[config.mk]
export PLATFORM = sky130hd
export DESIGN_NAME = lighthouse_emulator_flat
export DESIGN_NICKNAME = d
export VERILOG_FILES = /design/src/rtl/lighthouse_emulator_pkg.sv /design/src/rtl/lighthouse_emulator_if.sv /design/src/rtl/lighthouse_frame_fsm.sv /design/src/rtl/lighthouse_emulator.sv /design/src/flat_wrapper.sv
export SDC_FILE = /design/constraint.sdc
export NUM_CORES = 1
export LEC_CHECK = 0
export BUFFER_PORTS_ARGS = -buffer_cell sky130_fd_sc_hd__buf_4
export CORE_MARGIN = 1
export CORE_UTILIZATION = 38
export DETAILED_ROUTE_END_ITERATION = 8
export GPL_ROUTABILITY_DRIVEN = 0
export GPL_TIMING_DRIVEN = 0
export PLACE_DENSITY = 0.57
export SLEW_MARGIN = 10
export SYNTH_ARGS = -nofsm -noshare
export SYNTH_HDL_FRONTEND = slang
export SYNTH_SLANG_ARGS = --single-unit
[constraint.sdc]
create_clock -name clock -period 20.4 [get_ports clock]
set_clock_uncertainty 0.15 [all_clocks]
set_input_delay 2.04 -clock clock [delete_from_list [all_inputs] [get_ports clock]]
set_output_delay 2.04 -clock clock [all_outputs]
set_load 0.02 [all_outputs]
[src/rtl/lighthouse_emulator_pkg.sv]
// Shared definitions for the lighthouse pulse-train emulator: register map,
// control bit positions and the frame state encoding.
package lighthouse_emu_pkg;

  localparam logic [2:0] ADDR_CTRL   = 3'd0;
  localparam logic [2:0] ADDR_SYNC   = 3'd1;
  localparam logic [2:0] ADDR_DELAY  = 3'd2;
  localparam logic [2:0] ADDR_SWEEP  = 3'd3;
  localparam logic [2:0] ADDR_PERIOD = 3'd4;
  localparam logic [2:0] ADDR_MASK   = 3'd5;
  localparam logic [2:0] ADDR_STATUS = 3'd6;
  localparam logic [2:0] ADDR_FRAMES = 3'd7;

  localparam int CTRL_ENABLE_BIT      = 0;
  localparam int CTRL_SINGLE_SHOT_BIT = 1;

  localparam logic [31:0] DEADBEEF = 32'hDEAD_BEEF;

  // Phases are numbered so that a phase's encoding equals the index of the
  // phase that follows it (SYNC=1 -> GAP is phase index 1, ...).
  typedef enum logic [2:0] {
    ST_IDLE  = 3'd0,
    ST_SYNC  = 3'd1,
    ST_GAP   = 3'd2,
    ST_SWEEP = 3'd3,
    ST_TAIL  = 3'd4
  } state_t;

  function automatic logic is_pulse_state(input state_t s);
    return (s == ST_SYNC) || (s == ST_SWEEP);
  endfunction

endpackage

[src/rtl/lighthouse_emulator_if.sv]
// Avalon-MM slave bus used to configure the lighthouse emulator.
interface lighthouse_emulator_if;
  logic [2:0]  address;
  logic        write;
  logic [31:0] writedata;
  logic        read;
  logic [31:0] readdata;
  logic        waitrequest;

  modport master (output address, write, writedata, read, input readdata, waitrequest);
  modport slave  (input address, write, writedata, read, output readdata, waitrequest);
endinterface

[src/rtl/lighthouse_frame_fsm.sv]
// Frame sequencer: latches timing shadows at frame start and walks
// SYNC/GAP/SWEEP/TAIL with a single down-counter, skipping zero-length phases.
module lighthouse_frame_fsm
  import lighthouse_emu_pkg::*;
#(
  parameter int NUM_SENSORS = 16,
  parameter int CNT_W       = 32
) (
  input  logic                   clock,
  input  logic                   reset,
  input  logic                   enable,
  input  logic                   single_shot,
  input  logic [CNT_W-1:0]       sync_width,
  input  logic [CNT_W-1:0]       sweep_delay,
  input  logic [CNT_W-1:0]       sweep_width,
  input  logic [CNT_W-1:0]       period,
  input  logic [NUM_SENSORS-1:0] lane_mask,
  output state_t                 state,
  output logic                   pulse,
  output logic                   frame_start,
  output logic [NUM_SENSORS-1:0] lane_mask_shadow
);

  localparam int SUM_W = CNT_W + 2;
  localparam logic [CNT_W-1:0] ONE = CNT_W'(1);

  typedef struct packed {
    state_t           st;
    logic [CNT_W-1:0] dur;
  } phase_t;

  state_t                 state_reg;
  logic [CNT_W-1:0]       cnt_reg;
  logic                   pulse_reg;
  logic                   frame_start_reg;
  logic [CNT_W-1:0]       sync_sh_reg;
  logic [CNT_W-1:0]       delay_sh_reg;
  logic [CNT_W-1:0]       sweep_sh_reg;
  logic [CNT_W-1:0]       tail_sh_reg;
  logic [NUM_SENSORS-1:0] mask_sh_reg;

  logic [SUM_W-1:0] live_sum;
  logic [SUM_W-1:0] live_period;
  logic [CNT_W-1:0] live_tail;
  phase_t           in_frame_next;
  phase_t           fresh_next;
  logic             launch;

  // First phase at or after index 'first' with a non-zero duration; IDLE when none remain.
  function automatic phase_t seek(input logic [2:0] first,
                                  input logic [CNT_W-1:0] d0, d1, d2, d3);
    phase_t p;
    p.st  = ST_IDLE;
    p.dur = '0;
    if (first <= 3'd3 && d3 != '0) begin p.st = ST_TAIL;  p.dur = d3; end
    if (first <= 3'd2 && d2 != '0) begin p.st = ST_SWEEP; p.dur = d2; end
    if (first <= 3'd1 && d1 != '0) begin p.st = ST_GAP;   p.dur = d1; end
    if (first == 3'd0 && d0 != '0) begin p.st = ST_SYNC;  p.dur = d0; end
    return p;
  endfunction

  // Tail fills the frame out to 'period'; an all-zero config still yields one low cycle.
  always_comb begin
    live_sum    = SUM_W'(sync_width) + SUM_W'(sweep_delay) + SUM_W'(sweep_width);
    live_period = SUM_W'(period);
    if (live_period > live_sum)
      live_tail = CNT_W'(live_period - live_sum);
    else if (live_sum == '0)
      live_tail = ONE;
    else
      live_tail = '0;
  end

  always_comb begin
    in_frame_next = seek(state_reg, sync_sh_reg, delay_sh_reg, sweep_sh_reg, tail_sh_reg);
    fresh_next    = seek(3'd0, sync_width, sweep_delay, sweep_width, live_tail);
    launch = ((state_reg == ST_IDLE) && (enable || single_shot)) ||
             ((state_reg != ST_IDLE) && (cnt_reg == '0) &&
              (in_frame_next.st == ST_IDLE) && enable);
  end

  always_ff @(posedge clock or posedge reset) begin
    if (reset) begin
      state_reg       <= ST_IDLE;
      cnt_reg         <= '0;
      pulse_reg       <= 1'b0;
      frame_start_reg <= 1'b0;
      sync_sh_reg     <= '0;
      delay_sh_reg    <= '0;
      sweep_sh_reg    <= '0;
      tail_sh_reg     <= '0;
      mask_sh_reg     <= '0;
    end else begin
      frame_start_reg <= 1'b0;
      if (launch) begin
        sync_sh_reg     <= sync_width;
        delay_sh_reg    <= sweep_delay;
        sweep_sh_reg    <= sweep_width;
        tail_sh_reg     <= live_tail;
        mask_sh_reg     <= lane_mask;
        state_reg       <= fresh_next.st;
        cnt_reg         <= fresh_next.dur - ONE;
        pulse_reg       <= is_pulse_state(fresh_next.st);
        frame_start_reg <= 1'b1;
      end else if (state_reg != ST_IDLE) begin
        if (cnt_reg != '0) begin
          cnt_reg <= cnt_reg - ONE;
        end else if (in_frame_next.st != ST_IDLE) begin
          state_reg <= in_frame_next.st;
          cnt_reg   <= in_frame_next.dur - ONE;
          pulse_reg <= is_pulse_state(in_frame_next.st);
        end else begin
          state_reg <= ST_IDLE;
          pulse_reg <= 1'b0;
        end
      end
    end
  end

  assign state            = state_reg;
  assign pulse            = pulse_reg;
  assign frame_start      = frame_start_reg;
  assign lane_mask_shadow = mask_sh_reg;

endmodule

[src/rtl/lighthouse_emulator.sv]
// Lighthouse emulator top: Avalon register file, readback mux, frame counter
// and per-lane masking of the sequencer's pulse onto the sensor lines.
module lighthouse_emulator
  import lighthouse_emu_pkg::*;
#(
  parameter int NUM_SENSORS = 16,
  parameter int CNT_W       = 32
) (
  input  logic                   clock,
  input  logic                   reset,
  lighthouse_emulator_if.slave   avs,
  output logic [NUM_SENSORS-1:0] sensor_signal_o,
  output logic                   frame_start_o
);

  logic                   enable_reg;
  logic                   single_shot_reg;
  logic [CNT_W-1:0]       sync_width_reg;
  logic [CNT_W-1:0]       sweep_delay_reg;
  logic [CNT_W-1:0]       sweep_width_reg;
  logic [CNT_W-1:0]       period_reg;
  logic [NUM_SENSORS-1:0] lane_mask_reg;
  logic [CNT_W-1:0]       frame_count_reg;
  logic [NUM_SENSORS-1:0] sensor_reg;
  logic [NUM_SENSORS-1:0] sensor_next;
  logic [31:0]            readdata_mux;

  state_t                 fsm_state;
  logic                   fsm_pulse;
  logic                   fsm_frame_start;
  logic [NUM_SENSORS-1:0] mask_shadow;
  logic                   busy;

  lighthouse_frame_fsm #(
    .NUM_SENSORS (NUM_SENSORS),
    .CNT_W       (CNT_W)
  ) u_frame_fsm (
    .clock            (clock),
    .reset            (reset),
    .enable           (enable_reg),
    .single_shot      (single_shot_reg),
    .sync_width       (sync_width_reg),
    .sweep_delay      (sweep_delay_reg),
    .sweep_width      (sweep_width_reg),
    .period           (period_reg),
    .lane_mask        (lane_mask_reg),
    .state            (fsm_state),
    .pulse            (fsm_pulse),
    .frame_start      (fsm_frame_start),
    .lane_mask_shadow (mask_shadow)
  );

  always_ff @(posedge clock or posedge reset) begin
    if (reset) begin
      enable_reg      <= 1'b0;
      single_shot_reg <= 1'b0;
      sync_width_reg  <= '0;
      sweep_delay_reg <= '0;
      sweep_width_reg <= '0;
      period_reg      <= '0;
      lane_mask_reg   <= '0;
      frame_count_reg <= '0;
    end else begin
      single_shot_reg <= 1'b0;
      if (avs.write) begin
        case (avs.address)
          ADDR_CTRL: begin
            enable_reg      <= avs.writedata[CTRL_ENABLE_BIT];
            single_shot_reg <= avs.writedata[CTRL_SINGLE_SHOT_BIT];
          end
          ADDR_SYNC:   sync_width_reg  <= avs.writedata[CNT_W-1:0];
          ADDR_DELAY:  sweep_delay_reg <= avs.writedata[CNT_W-1:0];
          ADDR_SWEEP:  sweep_width_reg <= avs.writedata[CNT_W-1:0];
          ADDR_PERIOD: period_reg      <= avs.writedata[CNT_W-1:0];
          ADDR_MASK:   lane_mask_reg   <= avs.writedata[NUM_SENSORS-1:0];
          default: ;
        endcase
      end
      if (fsm_frame_start)
        frame_count_reg <= frame_count_reg + CNT_W'(1);
    end
  end

  assign busy = (fsm_state != ST_IDLE);

  // Unused bits read back as the DEADBEEF filler so software can spot them.
  always_comb begin
    readdata_mux = DEADBEEF;
    case (avs.address)
      ADDR_CTRL: begin
        readdata_mux[CTRL_ENABLE_BIT]      = enable_reg;
        readdata_mux[CTRL_SINGLE_SHOT_BIT] = 1'b0;
      end
      ADDR_SYNC:   readdata_mux[CNT_W-1:0]       = sync_width_reg;
      ADDR_DELAY:  readdata_mux[CNT_W-1:0]       = sweep_delay_reg;
      ADDR_SWEEP:  readdata_mux[CNT_W-1:0]       = sweep_width_reg;
      ADDR_PERIOD: readdata_mux[CNT_W-1:0]       = period_reg;
      ADDR_MASK:   readdata_mux[NUM_SENSORS-1:0] = lane_mask_reg;
      ADDR_STATUS: readdata_mux                  = {28'b0, busy, fsm_state};
      ADDR_FRAMES: readdata_mux[CNT_W-1:0]       = frame_count_reg;
      default: ;
    endcase
  end

  assign avs.readdata    = readdata_mux;
  assign avs.waitrequest = 1'b0;

  genvar gi;
  generate
    for (gi = 0; gi < NUM_SENSORS; gi++) begin : g_lane
      assign sensor_next[gi] = fsm_pulse & mask_shadow[gi];
    end
  endgenerate

  always_ff @(posedge clock or posedge reset) begin
    if (reset)
      sensor_reg <= '0;
    else
      sensor_reg <= sensor_next;
  end

  assign sensor_signal_o = sensor_reg;
  assign frame_start_o   = fsm_frame_start;

endmodule
[src/flat_wrapper.sv]
// flat-port wrapper written by rule: the top's interface ports become plain ports
module lighthouse_emulator_flat import lighthouse_emu_pkg::*;
#(
  parameter int NUM_SENSORS = 16,
  parameter int CNT_W       = 32
)
  (clock, reset, sensor_signal_o, frame_start_o, avs_address, avs_write, avs_writedata, avs_read, avs_readdata, avs_waitrequest);
  lighthouse_emulator_if avs_i ();
  input  logic clock;
  input  logic reset;
  output logic [NUM_SENSORS-1:0] sensor_signal_o;
  output logic frame_start_o;
  input wire logic [$bits(avs_i.address)-1:0] avs_address;
  input wire logic [$bits(avs_i.write)-1:0] avs_write;
  input wire logic [$bits(avs_i.writedata)-1:0] avs_writedata;
  input wire logic [$bits(avs_i.read)-1:0] avs_read;
  output wire logic [$bits(avs_i.readdata)-1:0] avs_readdata;
  output wire logic [$bits(avs_i.waitrequest)-1:0] avs_waitrequest;
  assign avs_i.address = avs_address;
  assign avs_i.write = avs_write;
  assign avs_i.writedata = avs_writedata;
  assign avs_i.read = avs_read;
  assign avs_readdata = avs_i.readdata;
  assign avs_waitrequest = avs_i.waitrequest;
  lighthouse_emulator #(.NUM_SENSORS(NUM_SENSORS), .CNT_W(CNT_W)) u_core (.clock(clock), .reset(reset), .avs(avs_i), .sensor_signal_o(sensor_signal_o), .frame_start_o(frame_start_o));
endmodule
Word level (Yosys, flattened, before mapping)
Cells that the tools add are included.
W data, S select, Z words.

operators by class
  $lt $le $gt $ge = 4
  reduce and logical (&&, ||, !) cells = 38
  divide/modulo/power cells = 0
  equal/unequal tests = 12
  shifts and indexed selects = 0
  bitwise logic cells = 16
  multiplexer cells = 28
  multipliers = 0
  add/sub/neg operators = 7

operators with widths
  operator                 number
  $reduce_bool A32 Y1      9
  $mux W35                 8
  $mux W32                 5
  $pmux W14 S7             1
  $pmux W16 S6             1
  $sub A32 B1 Y32 const B  3
  $add A33 B32 Y34         1
  $gt A32 B34 Y1           1
  $logic_not A34 Y1        1
  $add A32 B32 Y33         1
  $add A32 B1 Y32 const B  1
  $logic_not A32 Y1        1
  $sub A32 B32 Y32         1
  $and A1 B1 Y1            16
  $pmux W2 S8              1
  $reduce_and A2 Y1        8
  $eq A3 B2 Y1 const B     4
  $eq A3 B3 Y1 const B     4
  $mux W3                  4
  $eq A3 B1 Y1 const B     3
  $logic_not A3 Y1         3
  $reduce_bool A3 Y1       3
  $logic_and A1 B1 Y1      8
  $mux W1                  8
  5 further kinds          9

word-level totals
  word-level logic and storage cells = 123
  register bits after elaboration = 375
  output and inout bits = 50
  memory bits (read-only) = 0
  bits in latches = 0
  memory bits (writable) = 0
  input port bits = 39
  memories kept = 0

Longest topological paths before layout
  word-level depth = 13
  mapped depth = 30
  depth with buffers taken out = 27

Cells and area by module
Synthesis repeated with hierarchy kept, for this count alone.

second synthesis, totals
  cell total of the unflattened synthesis = 2609
  area, all modules = 23689.0 µm²

by module, submodules not included
  module                cells an instance  sequential area each (µm²)  area an instance (µm²)  times used
  lighthouse_frame_fsm  1870               4529.3                      14685.3                 1
  lighthouse_emulator   739                4854.7                      9003.6                  1

Worst setup path after synthesis
No wires, ideal clock.

  path type = reg2reg
  start = register u_core.sweep_width_reg[2]
  end = register u_core.u_frame_fsm.cnt_reg[20]
  required time = 20.113 ns
  library setup time = 0.137 ns
  clock period less this slack = 6.651 ns
  setup slack = 13.749 ns
  data arrival time = 6.365 ns
  stages on the path, launching flop included = 30
  buffers on the path = 2
  cells stage by stage = dfrtp_1 -> fa_1 -> ha_1 -> a21o_1 -> nand4_1 -> a211o_1 -> a21oi_1 -> o21ai_0 -> mux2i_1 -> or2_2 -> ha_1 -> clkbuf_1 -> a21oi_1 -> nor2b_1 -> o31a_2 -> nor2_1 -> nand2_1 -> a21oi_2 -> buf_2 -> nor4_1 -> a211oi_2 -> or2_2 -> ha_1 -> nand2_1 -> o32ai_1 -> nand2_1 -> nor4_2 -> nand4_1 -> xnor2_1 -> a21oi_1

on the way
  longest elaborated chain between the ends = 11
  elaborated cells on any way between the ends = 14
  classes of those cells = add/sub (3); order compare (1); mux (7); reduce/logical (3)

RTL lines
  element                                                   RTL line                     text
  start, declared                                           lighthouse_emulator.sv:20    logic [CNT_W-1:0] sweep_width_reg;
  start signal, assigned                                    lighthouse_emulator.sv:73    ADDR_SWEEP: sweep_width_reg <= avs.writedata[CNT_W-1:0];
  branches (longest 6 deep; another with $add A33 B32 Y34)  -
  $mux W35 *                                                lighthouse_frame_fsm.sv:56   if (first <= 3'd2 && d2 != '0) begin p.st = ST_SWEEP; p.dur = d2; end
  $mux W35 *                                                lighthouse_frame_fsm.sv:57   if (first <= 3'd1 && d1 != '0) begin p.st = ST_GAP; p.dur = d1; end
  $mux W35 *                                                lighthouse_frame_fsm.sv:58   if (first == 3'd0 && d0 != '0) begin p.st = ST_SYNC; p.dur = d0; end
  $sub A32 B1 Y32 *                                         lighthouse_frame_fsm.sv:102  cnt_reg <= fresh_next.dur - ONE;
  $mux W32 *                                                lighthouse_frame_fsm.sv:95   if (launch) begin
  end signal, assigned                                      lighthouse_frame_fsm.sv:102
  end signal, assigned                                      lighthouse_frame_fsm.sv:107  cnt_reg <= cnt_reg - ONE;
  end signal, assigned                                      lighthouse_frame_fsm.sv:110  cnt_reg <= in_frame_next.dur - ONE;
  end, declared                                             lighthouse_frame_fsm.sv:33   logic [CNT_W-1:0] cnt_reg;

Every way passes the cells marked *.
A chain may end at the register's enable or synchronous reset.

Final worst setup path
  start = register u_core.sync_width_reg[9]
  end = register u_core.u_frame_fsm.cnt_reg[28]

on the way
  longest elaborated chain between the ends = 12
  elaborated cells on any way between the ends = 15
  classes of those cells = add/sub (4); order compare (1); mux (7); reduce/logical (3)

RTL lines
  element                                                   RTL line                     text
  start, declared                                           lighthouse_emulator.sv:18    logic [CNT_W-1:0] sync_width_reg;
  start signal, assigned                                    lighthouse_emulator.sv:71    ADDR_SYNC: sync_width_reg <= avs.writedata[CNT_W-1:0];
  branches (longest 9 deep; another with $add A33 B32 Y34)  -
  $mux W35 *                                                lighthouse_frame_fsm.sv:58
  $sub A32 B1 Y32 *                                         lighthouse_frame_fsm.sv:102
  $mux W32 *                                                lighthouse_frame_fsm.sv:95

Marked as above.

==> flow_metrics.env <==
export IMPL_vias_per_cell=6.276
export IMPL_synthMuxAreaShare_pct=7.848
export IMPL_setup_viol=0
export IMPL_netlist_top_cells_area="dfrtp_1 (39%), nand2_1 (8.4%), mux2_2 (6.6%)"
export IMPL_grt_pass1_wl_mm=150.5
export IMPL_cp_required_ns=20.71
export IMPL_hpwl_mm=80.45
export IMPL_die_area_um2=65040
export IMPL_synth_compound_area_share_pct=18.67
export IMPL_htree_levels=2
export IMPL_drtPass1Iterations=6
export IMPL_synthToLayoutAreaGrowth_pct=13.42
export IMPL_r2r_slack_ns=11.42
export IMPL_finalHoldViolations=0
export IMPL_critPathLaunchType="flop"
export IMPL_cts_resized=0
export IMPL_crit_type="flop to flop"
export IMPL_wirelength_mm=103.3
export IMPL_start_util_pct=38.50
export IMPL_num_vias=23410
export IMPL_yosysTopAreaCell="dfrtp_1"
export IMPL_synth_top_family_by_area="simple AND/OR/NAND/NOR gates"
export IMPL_cts_root_buffer="clkbuf_16"
export IMPL_avgSynthCellArea_um2=8.941
export IMPL_clock_latency_ns=0.60
export IMPL_slew_violations=0
export IMPL_worst_pin_slew_ns=1.292
export IMPL_r2r_start="u_core.sync_width_reg[9]"
export IMPL_fin_crit_ns=8.980
export IMPL_min_path_type="flop to flop"
export IMPL_cp_slowest_cell="nor4_1"
export IMPL_holdPathStages=2
export IMPL_synthAdderAreaFrac_pct=6.130
export IMPL_postRouteAntennaNets=0
export IMPL_max_stage_delay_ns=0.78
export IMPL_cts_buffers=45
export IMPL_synth_simple_area_share_pct=21.56
export IMPL_outcome="finished, final reports clean"
export IMPL_drt_iter0_markers=2895
export IMPL_antenna_found_initial=1
export IMPL_core_region_area_um2=63200
export IMPL_cts_sink_count=375
export IMPL_seq_area_frac_synth_pct=38.57
export IMPL_worst_path_most_repeated_cell="ha_1"
export IMPL_gr_total_overflow=0
export IMPL_path_clk_slew_ns=0.06
export IMPL_grt_max_degree=121
export IMPL_netlist_instances=2721
export IMPL_r2r_end="u_core.u_frame_fsm.cnt_reg[28]"
export IMPL_syn_area_um2=24330
export IMPL_nFillCells=6155
export IMPL_utilization_pct=43.66
export IMPL_die_y_um=255.0
export IMPL_drv_cap=0
export IMPL_period_share_pct=44.02
export IMPL_whs_endpoint="u_core.u_frame_fsm.lane_mask_shadow[4]"
export IMPL_yosysWarnings=0
export IMPL_io_pins=89
export IMPL_track_usage_pct=31.81
export IMPL_post_cts_buffers=0
export IMPL_rr_worst_depth=28
export IMPL_grt_setup_unrepaired="false"
export IMPL_synth_top_cell_area_share_pct=38.57
export IMPL_syn_nets=2857
export IMPL_fin_nets=2994
export IMPL_drc=0
export IMPL_ctsHoldBuffers=0
export IMPL_ys_top_cells_by_count="nand2_1 (544), dfrtp_1 (375), nor2_1 (184)"
export IMPL_fp_row_count=92
export IMPL_io_buffers=86
export IMPL_clk_path_buf_depth=3
export IMPL_end_kind="flop"
export IMPL_synth_edff_count=0
export IMPL_fmax_ghz=0.1114
export IMPL_grt_pass1_vias=22400
export IMPL_async_flop_share_pct=100.0
export IMPL_tritoncts="yes"
export IMPL_synth_seq_cells=375
export IMPL_yosys_most_used_dff="dfrtp_1"
export IMPL_fp_dieW_um=255.0
export IMPL_synth_xor_area_share_pct=3.672
export IMPL_fin_setup_tns_ns=0
export IMPL_post_drt_wl_per_cell_um=27.69
export IMPL_relSlewSlack_pct=13.20
export IMPL_drive_gt1_share_pct=14.04
export IMPL_critPathArrivalTime_ns=9.29
export IMPL_worstHoldStart="u_core.u_frame_fsm.lane_mask_shadow[4]"
export IMPL_synth_cell_types=121
export IMPL_crit_fanout=9
export IMPL_synth_most_common_cell="nand2_1"
==> layout make-up <==
class,count,area (um2),share of cell area (%)
plain buffers,150,666.9,2.417
multi-input cells,2145,14100,51.09
diodes,1,2.502,0.009069
repair buffers,90,735.7,2.666
clock buffers,60,1242,4.503
well taps,846,1059,3.836
inverters,51,198.9,0.7210
clock inverters,13,206.4,0.7482
flip-flops and latches,375,9384,34.01
==> worst max-delay path by stage <==
stage / slack, ns / endpoint / start / cells past startpoint
6_report: 11.42 / u_core.u_frame_fsm.cnt_reg[28] / u_core.sync_width_reg[9] / 28
5_1_grt: 11.14 / u_core.u_frame_fsm.cnt_reg[28] / u_core.sync_width_reg[9] / 28
4_1_cts: 11.76 / u_core.u_frame_fsm.cnt_reg[28] / u_core.sync_width_reg[7] / 29
3_5_place_dp: 11.81 / u_core.u_frame_fsm.cnt_reg[28] / u_core.sync_width_reg[7] / 29
3_3_place_gp: 3.64 / u_core.frame_count_reg[20] / reset / 2
2_1_floorplan: 7.79 / u_core.enable_reg / reset / 1
==> routing by layer <==
| layer | GRT usage [%] | up-vias | wire, um |
|---|---|---|---|
| met3 | 8.105 | 379 | 11490 |
| met4 | 18.24 | 2 | 7067 |
| li1 | - | 10160 | - |
| met5 | 0.8271 | - | 55 |
| met1 | 41.77 | 11410 | 40910 |
| met2 | 47.38 | 1461 | 43810 |
==> cells in the final DEF, fill, tap and decap left out, types with 16 or more instances in the layout <==
cell       Yosys  routed
o211ai_1      17      17
a21o_1        30      30
buf_1         19      19
nor2_1       184     184
clkbuf_16      0      45
mux2_2       142     142
a221oi_1      40      40
nand3_1       42      42
clkbuf_1     107     116
a211oi_1      18      18
nor3_1        42      41
inv_1         50      49
a22oi_1       18      18
xnor2_1       64      64
a21oi_1      157     157
dfrtp_1      375     375
o21a_1        18      18
xor2_1        33      33
o31ai_1       53      53
or3_1         21      21
and3_1        24      24
mux2i_1       22      22
o21ai_0      138     138
ha_1          63      63
fa_1          34      34
nor4_1        82      81
nand2b_1      19      19
or2_2         16      16
nand4_1       53      53
and2_1        26      26
buf_4          7      94
a31oi_1       16      16
nand2_1      544     544
==> through the flow <==
stage | cells | setup slack (ns) | hold WS, ns | cell area, um2
6_report | 3731 | 11.42 | 0.3211 | 27590
5_1_grt | 3730 | 11.14 | 0.3425 | 27590
4_1_cts | 3730 | 11.76 | 0.3219 | 27590
3_5_place_dp | 3657 | 11.81 | 0.3088 | 26140
3_3_place_gp | 3653 | 3.637 | 0.3060 | 26030
2_1_floorplan | 2721 | 7.794 | 0.2875 | 24330
==> critical path: cells and delay by family, from the launching register on <==
family,cells,cell delay [ns]
AOI/OAI and AO/OA,10,2.65
xor gates and xnor gates,1,0.21
adders and majority gates,4,1.37
buffers and inverters,1,0.31
DFF,1,0.74
muxes,1,0.14
and+or+nand+nor,11,3.24
==> cells by family (layout without fill, tap and decap cells) <==
group	Yosys count	in the layout
AO/OA/AOI/OAI	662	662
multiplexers	168	168
AND/OR/NAND/NOR	1116	1116
buffers and inverters	201	364
XOR/XNOR	99	99
adder cells (fa/ha/maj)	99	99
other	1	2
flip-flops	375	375
Power is left out: the tool's default activity adds up to more than one toggle a clock period on the data nets, which glitch-free logic cannot reach.
